## src/rtl/pipe_stage_reg.sv

```systemverilog
// rtl/pipe_stage_reg.sv - valid/ready pipeline stage register with optional two-entry skid buffer
// Control field is zeroed for any invalid entry so a bubble can never commit state.
module pipe_stage_reg #(
  parameter int DATA_W = 69,
  parameter int CTRL_W = 2,
  parameter int SKID   = 1
) (
  input  logic              clk_i,
  input  logic              rst_i,
  input  logic              flush_i,
  input  logic              in_valid_i,
  output logic              in_ready_o,
  input  logic [CTRL_W-1:0] in_ctrl_i,
  input  logic [DATA_W-1:0] in_data_i,
  output logic              out_valid_o,
  input  logic              out_ready_i,
  output logic [CTRL_W-1:0] out_ctrl_o,
  output logic [DATA_W-1:0] out_data_o,
  output logic [1:0]        count_o
);

  logic              m_valid_q, m_valid_d;
  logic [CTRL_W-1:0] m_ctrl_q,  m_ctrl_d;
  logic [DATA_W-1:0] m_data_q,  m_data_d;
  logic              s_valid_q, s_valid_d;
  logic [CTRL_W-1:0] s_ctrl_q,  s_ctrl_d;
  logic [DATA_W-1:0] s_data_q,  s_data_d;

  logic in_ready;
  logic accept;
  logic drain;

  // With the skid buffer, ready depends only on state, breaking the out_ready_i -> in_ready_o path.
  assign in_ready = !rst_i && ((SKID != 0) ? !s_valid_q : (!m_valid_q || out_ready_i));
  assign accept   = in_valid_i && in_ready;
  assign drain    = m_valid_q && out_ready_i;

  always_comb begin
    m_valid_d = m_valid_q;
    m_ctrl_d  = m_ctrl_q;
    m_data_d  = m_data_q;
    s_valid_d = s_valid_q;
    s_ctrl_d  = s_ctrl_q;
    s_data_d  = s_data_q;

    if ((SKID != 0) && drain && s_valid_q) begin
      m_valid_d = 1'b1;
      m_ctrl_d  = s_ctrl_q;
      m_data_d  = s_data_q;
      s_valid_d = 1'b0;
      s_ctrl_d  = '0;
    end else if (accept && (!m_valid_q || drain)) begin
      m_valid_d = 1'b1;
      m_ctrl_d  = in_ctrl_i;
      m_data_d  = in_data_i;
    end else if (accept && (SKID != 0)) begin
      s_valid_d = 1'b1;
      s_ctrl_d  = in_ctrl_i;
      s_data_d  = in_data_i;
    end else if (drain) begin
      m_valid_d = 1'b0;
      m_ctrl_d  = '0;
    end

    // A squashed accept completes upstream but leaves no trace, not even in the payload.
    if (flush_i) begin
      m_valid_d = 1'b0;
      m_ctrl_d  = '0;
      m_data_d  = m_data_q;
      s_valid_d = 1'b0;
      s_ctrl_d  = '0;
      s_data_d  = s_data_q;
    end

    if (SKID == 0) begin
      s_valid_d = 1'b0;
      s_ctrl_d  = '0;
      s_data_d  = '0;
    end
  end

  always_ff @(posedge clk_i) begin
    if (rst_i) begin
      m_valid_q <= 1'b0;
      m_ctrl_q  <= '0;
      m_data_q  <= '0;
      s_valid_q <= 1'b0;
      s_ctrl_q  <= '0;
      s_data_q  <= '0;
    end else begin
      m_valid_q <= m_valid_d;
      m_ctrl_q  <= m_ctrl_d;
      m_data_q  <= m_data_d;
      s_valid_q <= s_valid_d;
      s_ctrl_q  <= s_ctrl_d;
      s_data_q  <= s_data_d;
    end
  end

  assign in_ready_o  = in_ready;
  assign out_valid_o = m_valid_q;
  assign out_ctrl_o  = m_ctrl_q & {CTRL_W{m_valid_q}};
  assign out_data_o  = m_data_q;
  assign count_o     = {1'b0, m_valid_q} + {1'b0, s_valid_q};

endmodule

```

## config.mk

```make
export PLATFORM = sky130hd
export DESIGN_NAME = pipe_stage_reg
export DESIGN_NICKNAME = d
export VERILOG_FILES = /design/src/rtl/pipe_stage_reg.sv
export SDC_FILE = /design/constraint.sdc
export NUM_CORES = 1
export LEC_CHECK = 0
export CORE_UTILIZATION = 36
export CTS_CLUSTER_DIAMETER = 120
export DETAILED_ROUTE_END_ITERATION = 8
export HOLD_SLACK_MARGIN = 0.08
export PLACE_DENSITY = 0.75
export SYNTH_ARGS = -nofsm -noshare
export SYNTH_HDL_FRONTEND = slang
export SYNTH_SLANG_ARGS = --single-unit
```

## constraint.sdc

```tcl
create_clock -name clk_i -period 1.4 [get_ports clk_i]
set_input_delay 0.28 -clock clk_i [delete_from_list [all_inputs] [get_ports clk_i]]
set_output_delay 0.28 -clock clk_i [all_outputs]
set_load 0.02 [all_outputs]
```

Word level (Yosys, flattened, before mapping)
Cells that the tools add are included.

cells by class
  bitwise operators = 4
  reductions and logical operators = 17
  eq/ne operators = 1
  muxes and demuxes = 10
  add/subtract/negate cells = 1

operator list
  cell                                                                      number
  69-bit two-way mux                                                        2
  2-bit two-way mux                                                         4
  2-bit AND reduction                                                       3
  1-bit logical AND                                                         5
  1-bit two-way mux                                                         4
  4-bit AND reduction                                                       1
  1-bit zero test                                                           3
  3-bit by 1-bit inequality test with 1-bit output (second input constant)  1
  1-bit NOT                                                                 3
  3-bit nonzero test                                                        1
  3-bit OR reduction                                                        1
  1-bit by 1-bit adder with 2-bit output                                    1
  2-bit AND                                                                 1
  2-bit nonzero test                                                        1
  2-bit OR reduction                                                        1
  1-bit logical OR                                                          1

storage, ports and cells
  output and inout port bits = 75
  flip-flop bits (word level) = 144
  word-level logic and storage cells = 39
  input bits = 76

Longest topological paths before layout
Gate-level depths: netlist of the first run.

  depth in word-level cells = 6
  mapped depth = 8
  mapped depth without buffers = 4

Least setup slack after synthesis of the first run
OpenSTA, ideal clock, no wires.

  path type = flip-flop to flip-flop
  from = register m_valid_q, in the netlist out_valid_o
  to = register m_data_q[42], in the netlist out_data_o[42]
  arrival = 1.549 ns
  library setup time = 0.081 ns
  data required time = 1.319 ns
  clock period less this slack = 1.630 ns
  stages on the path, launching flop included = 7
  slack = -0.230 ns
  path buffers = 2
  cell sequence = dfxtp_1 or2_1 a221oi_2 buf_4 buf_6 nor2_1 a211oi_2

on the way
  longest elaborated chain between the ends = 5
  elaborated cells on any way between the ends = 8
  classes of those cells = 1 x mux; 7 x reduce/logical

RTL lines
  item                                                  RTL line  source
  from (decl)                                           22        logic m_valid_q, m_valid_d;
  from (signal assigned)                                91        m_valid_q <= m_valid_d;
  1-bit zero test or 1-bit logical AND (tied branches)  52, 36
  1-bit logical OR                                      52        end else if (accept && (!m_valid_q || drain)) begin
  1-bit logical AND                                     52
  2-bit nonzero test (no source line)                   n/a
  2-bit AND reduction (no source line)                  n/a
  to (signal assigned)                                  93        m_data_q <= m_data_d;
  to (decl)                                             24        logic [DATA_W-1:0] m_data_q, m_data_d;

Parallel ways exist; a longest one is shown, timed or not.
A chain may end at the register's enable or synchronous reset.

Worst setup path in the final report of the first run
  from = register m_valid_q, in the netlist out_valid_o
  to = register m_data_q[52], in the netlist out_data_o[52]

Same word-level chain as after synthesis.

==> results of run 1 <==
-- critical path: cells and delay by family, from the launching register on --
family | cells | cell delay [ns]
buf+inv | 3 | 0.47
compound gates | 2 | 0.44
flops | 1 | 0.36
simple gates | 2 | 0.32
-- per-layer routing --
| metal | GRT usage | share of wire | up-vias |
|---|---|---|---|
| met5 | 0 | 0 | - |
| met4 | 0.08204 | 0.018 | 0 |
| met3 | 0.04244 | 0.043 | 27 |
| met2 | 0.3133 | 0.50 | 155 |
| met1 | 0.2440 | 0.44 | 2728 |
| li1 | - | - | 2663 |
-- final timing paths --
check / startpoint / cells past startpoint / to / slack [ns]
min reg2reg: s_data_q[62]$_SDFFE_PP0P_ / 2 / s_data_q[62]$_SDFFE_PP0P_ / 0.45
max: out_valid_o$_SDFFE_PP0P_ / 7 / out_data_o[52]$_SDFFE_PP0P_ / -0.28
max reg2reg: out_valid_o$_SDFFE_PP0P_ / 7 / out_data_o[52]$_SDFFE_PP0P_ / -0.28
min: rst_i / 3 / s_data_q[17]$_SDFFE_PP0P_ / 0.39
-- cells by family after synthesis --
family / Yosys count
AO/OA/AOI/OAI: 145
adder cells (fa/ha/maj): 1
multiplexers: 73
flip-flops: 144
AND/OR/NAND/NOR: 226
buffers and inverters: 57
-- cells in the mapped netlist, drive strengths merged --
library cell	instances
nand2b	1
nor2	75
inv	3
and2	3
ha	1
o2bb2ai	2
or2	1
a221oi	1
nand2	142
dfxtp	144
a21oi	69
and4bb	1
a21boi	1
and3	1
a211oi	69
mux2i	73
o21ai	1
nand3	2
o211a	1
buf	34
clkbuf	20
o211ai	1
-- metrics by stage --
stage | total power [mW] | hold slack (ns) | util | cell area [um^2] | setup WS [ns]
after floorplan | 4.935 | 0.4160 | - | 6072 | -0.1269
after global placement | 5.503 | 0.4377 | 0.4853 | 7990 | -0.5365
after CTS | 10.38 | 0.3580 | 0.5630 | 9270 | -0.3025
final | 10.48 | 0.3888 | 0.6328 | 10420 | -0.2753
after detailed placement | 5.519 | 0.4407 | 0.4853 | 7990 | -0.6533
after global routing | 10.84 | 0.3972 | 0.6328 | 10420 | -0.3248
-- what timing repair did --
action	in CTS	in global routing
resized for setup	196	301
cloned	12	17
setup buffers	21	21
pin swaps	19	135
endpoints found under the setup margin	183	181
-- flip-flops by register name, summed over array words and instances (netlist names) --
signal       flops
out_data_o      69
s_data_q        69
m_ctrl_q         2
s_ctrl_q         2
out_valid_o      1
s_valid_q        1
-- area by class of cell --
class                      instances  area (um^2)
tap                              220        275.3
clock buffer                      21        460.4
fill                            1297         6046
timing repair buffer             251         2965
sequential                       144         2892
inverter                           3        16.27
clock inverter                    10        160.2
multi-input combinational        445         3651
-- where the power goes --
group          leakage (nW)  internal (mW)  total (mW)  switching (mW)
Clock                 0.303           3.06        4.82            1.75
Sequential             1.17           4.22        4.31          0.0892
Combinational          2.96          0.667        1.36           0.692
==> results.md, run 1 <==
| Stage | Parameter | Reported |
|:---|:---|:---|
| sta | Transition at the pin with the smallest max-transition slack | 0.7243 ns |
| run status | Violations in the final reports | negative setup slack |
| yosys | Largest cells by area after synthesis | sky130_fd_sc_hd__dfxtp_1 (48%), sky130_fd_sc_hd__a211oi_2 (12%), sky130_fd_sc_hd__mux2i_1 (12%) |
| die | Std-Cell Core Area | 16,470 um^2 |
| yosys | Largest family of logic cells by synthesized area | compound AO/OA/AOI/OAI gates |
| cells and area | Commonest non-fill, non-tap cell in the layout | sky130_fd_sc_hd__dfxtp_1 |
| clocking | Clock root cell | sky130_fd_sc_hd__clkbuf_16 |
| power | Static leakage | 4.433 nW |
| job | Max-cap viol count | 0 |
| sta | Endpoints failing setup | 140 |
| cells and area | Final-stage net count | 939 |
| yosys | Total of flip-flops plus latches after synthesis | 144 |
| yosys | Syn Area/Cell | 9.355 um^2 |
| place | HPWL after detailed placement | 10,020 um |
| critical path | Critical path startpoint category | flop |
| power | Max VDD drop | 0.0008259 V |
| cells and area | Proportion of layout cells with a drive suffix above 1 | 0.4531 |
| cells and area | Leading cell types in the layout, fill and taps excluded | sky130_fd_sc_hd__dfxtp_1 (141), sky130_fd_sc_hd__nand2_1 (79), sky130_fd_sc_hd__clkdlybuf4s50_1 (74) |
| cells and area | Final instance count without filler cells | 1,094 |
| yosys | Area of the mapped netlist | 6043 um^2 |
| power | Power density over cell area | 1006 nW/um^2 |
| global route | Grt ovf | 0 |
| yosys | Arithmetic-cell share of the synthesized area counting full adders, half adders and majority gates | 0.002070 |
| sta | Final-report hold violation count | 0 |
| die | Row cnt | 47 |
| place | Number of I/O port buffers | 150 |
| yosys | Multiplexer share of the synthesized area | 0.1209 |
| sta | Final critical-path setup slack | -0.2753 ns |
| yosys | Area share of xor/xnor cells in the synthesized design | 0 |
| global route | Initial antenna violation count | 1 |
| detailed routing | Wire length after detailed routing | 19,650 um |
| yosys | Synth Instances | 646 |
| yosys | Net count of the mapped netlist | 723 |
| clocking | Clock tree from TritonCTS | built |
| sta | Number of slew-limit violations in the final report | 0 |
| place | Final Wtd Congestion | 0.7559 |
| global route | Pin count of the biggest net entering global routing | 46 |
| yosys | Largest area contributor in the netlist | sky130_fd_sc_hd__dfxtp_1 |
| clocking | CTS H-Tree Depth | 4 |
| detailed routing | First-pass iteration count of the detailed router | 4 |
| die | Vertical die dimension | 131.6 um |
| global route | Vias in the first global route | 5,109 |
| detailed routing | Iteration-0 DRC Markers | 211 |
| critical path | Critical Setup Path Class | flop to flop |
| yosys | Library cells used by synthesis | 25 |
| sta | Headroom to the max-slew limit | 0.5172 |
| sta | Sum of negative setup slack | -19.71 ns |
| run status | Status | finished, violations left |
| clocking | Number of clock buffers inserted by TritonCTS | 17 |
| detailed routing | DR DRC count | 0 |
| die | Starting density of the core | 0.3670 |
| worst hold path | Path category of the worst min-delay check | primary input to flop |
| sta | Final critical delay including setup and external delays | 1.675 ns |
| critical path | Slowest cell on the critical path | sky130_fd_sc_hd__dfxtp_4 |
| sta | Highest attainable clock frequency | 596.9 MHz |
| detailed routing | Antenna viol nets, final | 0 |
| clocking | Clock-pin slew on the worst setup and hold paths | 0.06 ns |
| clocking | Num Clock Sinks | 144 |
| sta | Portion of the clock cycle consumed by the worst path in the final layout | 1.197 |
| clocking | Number of buffers on the longest clock path | 2 |
| place | Cell count after placement | 1,001 |
| die | Io pins | 151 |
| detailed routing | DR WL/cell | 17.97 um |
| critical path | Critical-path maximum fanout | 7 |
| clocking | Hold-fix buffers, CTS | 0 |
| critical path | Worst Setup End Kind | flop |
| global route | Global-route wire length before repair | 26,290 um |
| critical path | Worst EP required | 1.73 ns |
| detailed routing | Post-DR vias/cell | 5.094 |
| die | Die area | 17,310 um^2 |
| yosys | Yosys warns | 0 |
| yosys | Yosys top cell area share | 0.4770 |
| clocking | Worst-Skew Late Latency | 0.42 ns |
| yosys | Compound-gate portion of the synthesized area | 0.2029 |
| critical path | Critical Path Max Stage Delay | 0.36 ns |
| sta | Final setup skew | 0.01277 ns |
| critical path | Arrival time of the worst setup path | 2.00 ns |
| yosys | Simple-gate portion of the synthesized area | 0.1447 |
| yosys | Sequential share of the synthesized area | 0.4770 |
| global route | All-layer global routing usage | 0.1924 |
| detailed routing | Total number of vias | 5,573 |
| critical path | List of cells traversed by the critical path | or2_4 > a221oi_4 > buf_6 > buf_12 > buf_8 > nor2_2 > a211oi_2 |
| die | Die X | 131.6 um |
| sta | Unrepaired setup endpoints after global routing | yes |
| cells and area | Layout overhead on the synthesized area | 72.42% |
| cells and area | Count of inserted antenna diode cells | 0 |
(Power assumes the default switching activity.)
==> inputs of run 2 (changes only) <==
--- a/config.mk
+++ b/config.mk
@@ -5,10 +5,12 @@
 export SDC_FILE = /design/constraint.sdc
 export NUM_CORES = 1
 export LEC_CHECK = 0
+export CORE_ASPECT_RATIO = 1.1
+export CORE_MARGIN = 10
 export CORE_UTILIZATION = 36
 export CTS_CLUSTER_DIAMETER = 120
 export DETAILED_ROUTE_END_ITERATION = 8
-export HOLD_SLACK_MARGIN = 0.08
+export HOLD_SLACK_MARGIN = 0.1
 export PLACE_DENSITY = 0.75
 export SYNTH_ARGS = -nofsm -noshare
 export SYNTH_HDL_FRONTEND = slang
==> results.md, run 2 (synthesis results as in run 1) <==
| Stage | Parameter | Reported | Change |
|:---|:---|:---|:---|
| die | Row cnt | 49 | +4.3% |
| clocking | Clock root cell | sky130_fd_sc_hd__clkbuf_16 |  |
| clocking | Clock-pin slew on the worst setup and hold paths | 0.06 ns | about the same |
| sta | Transition at the pin with the smallest max-transition slack | 0.4903 ns | -0.2340 ns |
| global route | Initial antenna violation count | 4 | +3 |
| die | Die area | 22,380 um^2 | +29% |
| power | Power density over cell area | 1029 nW/um^2 | +2.3% |
| place | Worst Setup Slack post-DPL | -0.5794 ns | +0.07385 ns |
| run status | Status | finished, violations left |  |
| global route | Routing usage on met2 | 0.2820 | -0.03138 |
| place | Final Wtd Congestion | 0.7274 | -3.8% |
| detailed routing | DR DRC count | 0 | unchanged |
| detailed routing | Antenna viol nets, final | 0 | unchanged |
| cells and area | Final-stage net count | 941 | +0.21% |
| place | Number of I/O port buffers | 150 | unchanged |
| clocking | Clock tree from TritonCTS | built |  |
| critical path | Worst EP required | 1.72 ns | about the same |
| die | Std-Cell Core Area | 16,430 um^2 | -0.21% |
| run status | Violations in the final reports | negative setup slack |  |
| global route | All-layer global routing usage | 0.1720 | -0.02037 |
| critical path | Worst Setup End Kind | flop |  |
| sta | Final critical delay including setup and external delays | 1.667 ns | -0.008365 ns |
| clocking | Num Clock Sinks | 144 | unchanged |
| critical path | Last element of the critical path | out_data_o[34]$_SDFFE_PP0P_ |  |
| detailed routing | Wire length after detailed routing | 21,250 um | +8.1% |
| place | HPWL after detailed placement | 11,420 um | +14% |
| clocking | Worst-Skew Late Latency | 0.42 ns | about the same |
| global route | Routing layer with the top usage in global route | met2 |  |
| critical path | Worst reg2reg startpoint | s_valid_q$_SDFFE_PP0P_ |  |
| power | Static leakage | 4.387 nW | -1.0% |
| cells and area | Proportion of layout cells with a drive suffix above 1 | 0.4475 | -0.005601 |
| sta | Endpoints failing setup | 147 | +5.0% |
| sta | Final-report hold violation count | 0 | unchanged |
| detailed routing | First-pass iteration count of the detailed router | 4 | unchanged |
| job | Max-cap viol count | 0 | unchanged |
| critical path | Critical-path maximum fanout | 15 | +8 |
| power | Max VDD drop | 0.0007652 V | -7.4% |
| critical path | Critical path startpoint category | flop |  |
| critical path | R2R setup slack | -0.27 ns | about the same |
| cells and area | Leading cell types in the layout, fill and taps excluded | sky130_fd_sc_hd__dfxtp_1 (142), sky130_fd_sc_hd__clkdlybuf4s50_1 (74), sky130_fd_sc_hd__mux2i_1 (71) |  |
| critical path | Number of cells on the worst reg-to-reg path | 6 | -1 |
| global route | Pin count of the biggest net entering global routing | 79 | +72% |
| die | Starting density of the core | 0.3678 | +0.0007826 |
| power | Total design power | 10.59 mW | +1.1% |
| critical path | Arrival time of the worst setup path | 1.99 ns | about the same |
| cells and area | Commonest non-fill, non-tap cell in the layout | sky130_fd_sc_hd__dfxtp_1 |  |
| detailed routing | Post-DR vias/cell | 5.139 | +0.89% |
| global route | Vias in the first global route | 5,611 | +9.8% |
| detailed routing | Total number of vias | 5,566 | -0.13% |
| worst hold path | Path category of the worst min-delay check | primary input to flop |  |
| detailed routing | Iteration-0 DRC Markers | 249 | +18% |
| clocking | Number of clock buffers inserted by TritonCTS | 17 | unchanged |
| global route | Global-route wire length before repair | 30,530 um | +16% |
| clocking | Number of buffers on the longest clock path | 2 | unchanged |
| global route | Grt ovf | 0 | unchanged |
| cells and area | Layout overhead on the synthesized area | 70.27% |  |
| detailed routing | DR WL/cell | 19.62 um | +9.2% |
| sta | Portion of the clock cycle consumed by the worst path in the final layout | 1.191 | -0.005975 |
| sta | Headroom to the max-slew limit | 0.6732 | +0.1560 |
| cells and area | Fill cell instance count of the final layout | 1,290 | -0.54% |
| sta | Final setup skew | 0.007308 ns | -0.005466 ns |
| die | Die X | 143.5 um | +9.1% |
| critical path | End of the worst register-to-register path | out_data_o[34]$_SDFFE_PP0P_ |  |
| clocking | CTS H-Tree Depth | 4 | unchanged |
| sta | Unrepaired setup endpoints after global routing | yes |  |
| critical path | Launch point of the critical path | s_valid_q$_SDFFE_PP0P_ |  |
| global route | Met1 routing resource usage after global routing | 0.2057 | -0.03829 |
| global route | GR Layer Usage met3 | 0.05694 | +0.01450 |
| die | Vertical die dimension | 155.9 um | +18% |
| sta | Final critical-path setup slack | -0.2670 ns | +0.008365 ns |
| sta | Number of slew-limit violations in the final report | 0 | unchanged |
| clocking | Hold-fix buffers, CTS | 0 | unchanged |
| critical path | Critical Setup Path Class | flop to flop |  |
| die | Io pins | 151 | unchanged |
| sta | Highest attainable clock frequency | 599.9 MHz | +0.50% |
## run 2: worst max-delay path, stage by stage (launching register included)
cell                       delay [ns]
sky130_fd_sc_hd__dfxtp_4         0.35
sky130_fd_sc_hd__or2_4           0.26
sky130_fd_sc_hd__a221oi_4        0.31
sky130_fd_sc_hd__buf_6           0.23
sky130_fd_sc_hd__buf_12          0.16
sky130_fd_sc_hd__nor2_2          0.04
sky130_fd_sc_hd__a211oi_1        0.22
## run 2: worst min path at each step
stage / startpoint / slack [ns] / cells past startpoint / endpoint
final: rst_i / 0.17 / 3 / s_data_q[67]$_SDFFE_PP0P_
after floorplan: in_data_i[0] / 0.42 / 2 / s_data_q[0]$_SDFFE_PP0P_
after global placement: s_data_q[59]$_SDFFE_PP0P_ / 0.44 / 2 / s_data_q[59]$_SDFFE_PP0P_
after CTS: rst_i / 0.15 / 3 / out_data_o[67]$_SDFFE_PP0P_
after global routing: rst_i / 0.16 / 3 / s_data_q[67]$_SDFFE_PP0P_
after detailed placement: s_data_q[67]$_SDFFE_PP0P_ / 0.45 / 2 / s_data_q[67]$_SDFFE_PP0P_
## run 2: layout make-up
| type | instances | area [um^2] | area share |
|---|---|---|---|
| Multi-Input combinational cell | 445 | 3527 | 0.3428 |
| Timing Repair Buffer | 253 | 2950 | 0.2867 |
| Sequential cell | 144 | 2890 | 0.2809 |
| Clock buffer | 22 | 495.5 | 0.04815 |
| Tap cell | 204 | 255.2 | 0.02481 |
| Clock inverter | 9 | 152.6 | 0.01483 |
| Inverter | 3 | 11.26 | 0.001094 |
| Antenna cell | 3 | 7.507 | 0.0007296 |
## run 2: per-layer routing
layer | share of wire | vias up
li1 | - | 2668
met1 | 0.41 | 2714
met2 | 0.51 | 146
met3 | 0.060 | 36
met4 | 0.020 | 2
met5 | 0.00061 | -
## run 2: power by group
part / internal [mW] / switching (mW)
clock: 3.22 / 1.75
sequential: 4.22 / 0.0802
combinational: 0.642 / 0.685
total: 8.08 / 2.52
## run 2: repair_timing
action	in CTS	in global routing
resized for setup	243	253
cloned	17	8
pin swaps	37	89
setup buffers	36	16
setup endpoints to repair	214	207
## run 2: through the flow
stage,instance area (um^2),hold slack [ns],util,TNS [ns],instances
finish,10290,0.1677,0.6263,-26.40,1083
CTS,9753,0.1459,0.5936,-24.73,1071
floorplan,6072,0.4160,-,-7.942,646
global placement,7973,0.4371,0.4852,-65.99,987
detailed placement,7973,0.4452,0.4852,-69.05,987
global route,10290,0.1576,0.6263,-35.20,1083
